### config.mk
export PLATFORM = sky130hd
export DESIGN_NAME = logic_unit_pipe
export DESIGN_NICKNAME = d
export VERILOG_FILES = /design/src/rtl/logic_unit_pkg.sv /design/src/rtl/logic_op_core.sv /design/src/rtl/logic_unit_pipe.sv
export SDC_FILE = /design/constraint.sdc
export NUM_CORES = 1
export LEC_CHECK = 0
export CORE_ASPECT_RATIO = 2
export CORE_MARGIN = 3
export CORE_UTILIZATION = 40
export DETAILED_ROUTE_END_ITERATION = 6
export PLACE_DENSITY = 0.69
export SLEW_MARGIN = 0
export SYNTH_ARGS = -nofsm -noshare
export SYNTH_HDL_FRONTEND = slang
export SYNTH_SLANG_ARGS = --single-unit
### constraint.sdc
create_clock -name clk -period 2.09 [get_ports clk]
set_input_delay 0.418 -clock clk [delete_from_list [all_inputs] [get_ports clk]]
set_output_delay 0.418 -clock clk [all_outputs]
set_load 0.01 [all_outputs]
### src/rtl/logic_unit_pkg.sv
// Shared definitions for the pipelined bitwise logic unit.
// Optional build macro used by logic_unit_pipe: LOGIC_POPCNT_EN (adds out_pop).
package logic_unit_pkg;

  localparam int OPW = 3;

  typedef enum logic [OPW-1:0] {
    OP_AND    = 3'd0,
    OP_OR     = 3'd1,
    OP_NOR    = 3'd2,
    OP_XOR    = 3'd3,
    OP_XNOR   = 3'd4,
    OP_NAND   = 3'd5,
    OP_NOT_A  = 3'd6,
    OP_PASS_A = 3'd7
  } logic_op_t;

endpackage

### src/rtl/logic_op_core.sv
// Combinational opcode decode for the logic unit: result plus zero / all-ones /
// parity flags, evaluated over the full WIDTH result.
module logic_op_core
  import logic_unit_pkg::*;
#(
  parameter int WIDTH = 16
) (
  input  logic_op_t          op,
  input  logic [WIDTH-1:0]   a,
  input  logic [WIDTH-1:0]   b,
  output logic [WIDTH-1:0]   y,
  output logic               zero,
  output logic               ones,
  output logic               par
);

  // Opcode select; b is deliberately unused by the unary ops.
  always_comb begin
    y = '0;
    case (op)
      OP_AND:    y = a & b;
      OP_OR:     y = a | b;
      OP_NOR:    y = ~(a | b);
      OP_XOR:    y = a ^ b;
      OP_XNOR:   y = ~(a ^ b);
      OP_NAND:   y = ~(a & b);
      OP_NOT_A:  y = ~a;
      OP_PASS_A: y = a;
      default:   y = '0;
    endcase
  end

  // Status flags for the ALU status logic.
  always_comb begin
    zero = (y == '0);
    ones = &y;
    par  = ^y;
  end

endmodule

### src/rtl/logic_unit_pipe.sv
// Two-stage pipelined bitwise logic unit with valid/ready on both sides.
// S1 holds the operands, S2 holds the result and flags. Backpressure ripples
// combinationally from out_ready to in_ready (no skid buffer).
// Optional build macro: LOGIC_POPCNT_EN adds a registered popcount output out_pop.
module logic_unit_pipe
  import logic_unit_pkg::*;
#(
  parameter int WIDTH = 16
) (
  input  logic                   clk,
  input  logic                   rst,
  input  logic                   in_valid,
  output logic                   in_ready,
  input  logic [OPW-1:0]         in_op,
  input  logic [WIDTH-1:0]       in_a,
  input  logic [WIDTH-1:0]       in_b,
  output logic                   out_valid,
  input  logic                   out_ready,
  output logic [WIDTH-1:0]       out_y,
  output logic                   out_zero,
  output logic                   out_ones,
  output logic                   out_par
`ifdef LOGIC_POPCNT_EN
  ,
  output logic [$clog2(WIDTH+1)-1:0] out_pop
`endif
);

  logic             s1_valid;
  logic_op_t        s1_op;
  logic [WIDTH-1:0] s1_a;
  logic [WIDTH-1:0] s1_b;

  logic             s2_valid;
  logic [WIDTH-1:0] s2_y;
  logic             s2_zero;
  logic             s2_ones;
  logic             s2_par;

  logic             s1_adv;
  logic             s2_adv;

  logic [WIDTH-1:0] core_y;
  logic             core_zero;
  logic             core_ones;
  logic             core_par;

  // Handshake: a stage may load when it is empty or its contents move on.
  always_comb begin
    s2_adv   = ~s2_valid | out_ready;
    s1_adv   = ~s1_valid | s2_adv;
    in_ready = s1_adv;
  end

  // Stage 1: capture operands; data regs only load on an actual transfer.
  always_ff @(posedge clk or posedge rst) begin
    if (rst) begin
      s1_valid <= 1'b0;
      s1_op    <= OP_AND;
      s1_a     <= '0;
      s1_b     <= '0;
    end else if (s1_adv) begin
      s1_valid <= in_valid;
      if (in_valid) begin
        s1_op <= logic_op_t'(in_op);
        s1_a  <= in_a;
        s1_b  <= in_b;
      end
    end
  end

  logic_op_core #(
    .WIDTH (WIDTH)
  ) u_core (
    .op   (s1_op),
    .a    (s1_a),
    .b    (s1_b),
    .y    (core_y),
    .zero (core_zero),
    .ones (core_ones),
    .par  (core_par)
  );

  // Stage 2: register result and flags; held stable while out_ready is low.
  always_ff @(posedge clk or posedge rst) begin
    if (rst) begin
      s2_valid <= 1'b0;
      s2_y     <= '0;
      s2_zero  <= 1'b1;
      s2_ones  <= 1'b0;
      s2_par   <= 1'b0;
    end else if (s2_adv) begin
      s2_valid <= s1_valid;
      if (s1_valid) begin
        s2_y    <= core_y;
        s2_zero <= core_zero;
        s2_ones <= core_ones;
        s2_par  <= core_par;
      end
    end
  end

`ifdef LOGIC_POPCNT_EN
  localparam int POPW = $clog2(WIDTH + 1);

  logic [POPW-1:0] core_pop;
  logic [POPW-1:0] s2_pop;

  // Popcount of the stage-1 result, summed bit by bit.
  always_comb begin
    core_pop = '0;
    for (int i = 0; i < WIDTH; i++) begin
      core_pop = core_pop + POPW'(core_y[i]);
    end
  end

  // Popcount register travels with the S2 result.
  always_ff @(posedge clk or posedge rst) begin
    if (rst) begin
      s2_pop <= '0;
    end else if (s2_adv && s1_valid) begin
      s2_pop <= core_pop;
    end
  end

  assign out_pop = s2_pop;
`endif

  assign out_valid = s2_valid;
  assign out_y     = s2_y;
  assign out_zero  = s2_zero;
  assign out_ones  = s2_ones;
  assign out_par   = s2_par;

endmodule

* Yosys cells after proc, flatten, opt, wreduce, memory -nomap -nowiden *
Cells that the tools add are included.

cells by class
  mux-type cells = 1
  reductions and logical operators = 6
  equality and inequality tests = 7
  bitwise operators = 11

operator list
  kind                                                             number
  16-bit case mux with 8 select lines                              1
  16-bit inverter                                                  4
  16-bit AND                                                       1
  16-bit zero test                                                 1
  16-bit OR                                                        1
  16-bit AND reduction                                             1
  16-bit parity                                                    1
  16-bit XOR                                                       1
  3-bit == test, second input constant                             4
  3-bit by 2-bit == test with 1-bit output, second input constant  2
  2-bit AND reduction                                              2
  3-bit by 1-bit == test with 1-bit output, second input constant  1
  3-bit zero test                                                  1
  1-bit inverter                                                   2
  1-bit OR                                                         2

word-level totals
  logic and storage cells = 34
  output and inout bits = 21
  register bits after elaboration = 56
  bits of input ports = 39

* Longest topological paths before layout *
  word-level depth = 4
  mapped depth = 11
  depth with buffers taken out = 10

* Cells and area by module *
From an unflattened synthesis, not the netlist that was laid out.

second synthesis, totals
  cells, all modules = 366
  area total of the unflattened synthesis = 4448.0 um^2

modules (own cells, without submodules)
  module           seq. area each (um^2)  area each (um^2)  cells each  times used
  logic_unit_pipe  1402.6                 2307.2            121         1
  logic_op_core    0.0                    2140.8            245         1

* Least setup slack after synthesis *
OpenSTA, ideal clock, no wires.

  kind = register to register
  start point = register s1_op[2]
  end point = register s2_par, in the netlist out_par
  cell stages (with the launch flop) = 11
  data required time = 1.962 ns
  clock period less this slack = 2.241 ns
  arrival time = 2.113 ns
  buffers on the path = 3
  slack = -0.151 ns
  library setup time = 0.128 ns
  cell sequence = dfrtp_1 > buf_6 > or3_4 > buf_6 > buf_12 > o32ai_4 > ha_1 > xnor2_1 > xnor2_1 > xnor2_1 > o21ai_0

on the way
  longest elaborated chain between the ends = 3
  elaborated cells on any way between the ends = 10
  classes of those cells = 7 x eq/ne; 1 x mux; 2 x reduce/logical

ends and longest elaborated chain
  element                                      line                   source
  from (decl)                                  logic_unit_pipe.sv:30  logic_op_t s1_op;
  from (signal assigned)                       logic_unit_pipe.sv:65  s1_op <= logic_op_t'(in_op);
  3-bit == test, or another cell as far along  logic_op_core.sv:20    case (op)
  16-bit case mux with 8 select lines (*)      logic_op_core.sv:20
  16-bit parity (*)                            logic_op_core.sv:37    par = ^y;
  to (signal assigned)                         logic_unit_pipe.sv:98  s2_par <= core_par;
  to (decl)                                    logic_unit_pipe.sv:38  logic s2_par;

Mark *: on every way between the ends. The rest lies on a longest branch, timed or not.
A chain may end at the register's enable or synchronous reset.

* Worst setup path after layout *
  start point = register s1_op[0]
  end point = register s2_par, in the netlist out_par

Same word-level chain as after synthesis.

==> impl_metrics.yaml <==
timing:
  fmax_mhz: 434
  fin_ws_ns: -0.213
  rsz0062_at_grt: "yes"
  worst_clock_skew_ns: 0.00809
  worst_pin_slew_ns: 0.338
  finalSetupViolCount: 1
  slew_viol_final: 0
  max_slew_margin_pct: 77.5
  final_min_period_over_clock_period_pct: 110
  min_period_ns: 2.30
  hold_violations: 0
cts:
  cts-root-buf: "clkbuf_16"
  clock-sinks: 56
  cts_tree: "done"
  clockBufferDepth: 2
  cts_buffers: 5
  htreeDepth: 2
  clk_latency_ns: 0.30
  clk_pin_slew_ns: 0.07
synth:
  netlist_top_cells_count: "dfrtp_1, ha_1, inv_1"
  yosysUniqueCellTypes: 33
  ys_seq_area_share_pct: 32.2
  yosysTopAreaCell: "dfrtp_1"
  synthTopCellsByArea: "dfrtp_1, ha_1, o32ai_4"
  ys_async_sr_fraction_pct: 100
  synth_most_common_cell: "dfrtp_1"
  synth_top_area_share_pct: 31.6
  syn_area_um2: 4360
  syn_nets: 506
  yosys_warnings: 0
  yosys_most_used_dff: "dfrtp_1"
  syn_avg_cell_area_um2: 10.4
  synth_edf_count: 0
  synth.ff_latch_count: 56
  netlist_instances: 419
drt:
  vias: 3407
  drt_iter0_drc: 122
  postRouteAntennaNets: 0
  wl_per_cell_um: 14.6
  viasPerCell: 5.00
  wl_um: 9920
  dr.pass1.iters: 4
  route.detailed.drc: 0
die:
  core_area_um2: 10600
  num_io_pins: 60
  die_y_um: 154
  initial_core_util_pct: 41.1
  rows: 53
  die_w_um: 79.8
  die_area_um2: 12300
power:
  p_int_uw: 3600
  pwr-share-seq_pct: 25.8
  switchingPower_uw: 2010
  p_comb_share_pct: 58.9
  power-per-cell-area_nw_per_um2: 945
  pwr-share-clk_pct: 15.3
  vdd_drop_max_mv: 0.438
  power_switching_share_pct: 35.8
  finalPower_uw: 5620
  power_leakage_uw: 0.00269
cells_and_area:
  drive_above_1_share_pct: 33.8
  n_antenna_cell: 0
  final_nets: 630
  area.growth.synth_to_final_pct: 36.2
worst_setup_path:
  critical_path_arrival_ns: 2.48
  crit_family: "compound AO/OA/AOI/OAI gates"
  endpoint_kind: "register"
  critPathRequiredTime_ns: 2.27
  cpMostUsedCell: "xnor2_1"
  worstPathCellList: "buf_6 > buf_4 > nand3b_1 > a21oi_2 > o32ai_2 > ha_1 > xnor2_2 > xnor2_1 > xnor2_1 > o21ai_1"
  crit_buf_inv: 2
  worst-path-max-fanout: 17
  critPathLaunchType: "register"
  slowest_stage: "dfrtp_2"
  critical_path.max_stage_delay_ns: 0.46
  setup.worst_path.class: "register to register"
worst_hold_path:
  hp-class: "input port to async pin"
placed_design:
  pre_cts_ws_ns: -0.289
  dp_hpwl_um: 7600
  routabilityCongestion: 0.840
  port_buffers: 59
global_route:
  overflow: 0
  antenna_found_initial: 0
  grt_pass1_wl_um: 16900
  track_usage_pct: 17.3
  grt_pass1_vias: 3635
  grt_max_degree: 57
run_status:
  status: "finished, violations left"
  violations: "negative setup slack"
run:
  drv_cap: 0
## registers in the layout (all words and copies together), names as in the netlist
register   cells
s1_a          16
out_par        1
s1_op          3
s1_b          16
s1_valid       1
out_y         16
out_valid      1
out_zero       1
out_ones       1
## cell type report
| type | count | area [um^2] |
|---|---|---|
| fill | 970 | 4670 |
| multi-input combinational | 285 | 2680 |
| sequential | 56 | 1410 |
| timing repair buffer | 146 | 1350 |
| inverter | 49 | 184 |
| tap | 137 | 171 |
| clock buffer | 6 | 139 |
| clock inverter | 2 | 10.0 |
## final timing paths
| kind | from | to | slack [ns] | depth (start not counted) |
|---|---|---|---|---|
| setup / recovery | s1_op[0] | out_par | -0.21 | 10 |
| hold / removal | rst | s1_a[7] | 0.47 | 3 |
| setup reg to reg | s1_op[0] | out_par | -0.21 | 10 |
| hold reg to reg | out_y[3] | out_y[3] | 0.48 | 2 |
| max in group asynchronous | rst | out_zero | 1.31 | 3 |
| min in group clk | out_y[3] | out_y[3] | 0.48 | 2 |
## through the flow
stage	hold WS [ns]	utilization (%)	cells	area (um^2)	setup TNS, ns
2_1_floorplan	0.457	-	419	4370	-0.115
3_3_place_gp	0.464	53.4	670	5660	-0.271
3_5_place_dp	0.468	53.4	670	5660	-0.311
4_1_cts	0.484	55.5	681	5890	-0.207
5_1_grt	0.504	56.0	681	5940	-0.397
6_report	0.474	56.0	681	5940	-0.213
## layer usage
layer / track usage [%] / vias up / wire length [um]
li1: - / 1679 / -
met1: 18.6 / 1668 / 3690
met2: 33.3 / 50 / 5790
met3: 1.64 / 10 / 216
met4: 6.61 / 0 / 228
met5: 0 / - / 0
## cells in the final DEF, fill, tap and decap left out, types with 10 or more instances in the layout
master	n
inv_2	11
nand3b_1	17
inv_1	38
mux2_1	22
dfrtp_1	52
a211oi_2	10
buf_4	77
or2_1	12
nor2b_1	16
a21oi_2	13
nand2_1	38
mux2_2	13
xor2_1	16
o21ai_2	10
o22ai_1	16
o32ai_4	10
ha_1	45
clkdlybuf4s50_1	59
## repair_timing
item | in CTS | in global routing
pin swaps | 9 | 8
setup endpoints to repair | 2 | 3
hold buffers | 0 | 0
resized for setup | 11 | 12
setup buffers | 3 | 0
cloned | 0 | 0
## tightest hold or removal path: cells and delay by family
family | cells | cell delay [ns]
buffers and inverters | 3 | 0.75
## power groups by stage
stage	Sequential, uW	Combinational (uW)	Clock [uW]
floorplan	1520	1910	0
global placement	1460	3050	0
detailed placement	1470	3150	0
CTS	1450	3230	900
global route	1480	3600	935
finish	1450	3310	861
## cells by family (layout without fill, tap and decap cells)
group / after synthesis / in the layout / synth area share [%]
AND/OR/NAND/NOR: 96 / 96 / 12.2
AO/OA/AOI/OAI: 83 / 83 / 19.6
buffers and inverters: 78 / 203 / 8.58
flip-flops: 56 / 56 / 32.2
adder cells (fa/ha/maj): 48 / 48 / 13.8
multiplexers: 35 / 35 / 9.04
XOR/XNOR: 23 / 23 / 4.62
Note: power is estimated with default switching activity, not from simulation.
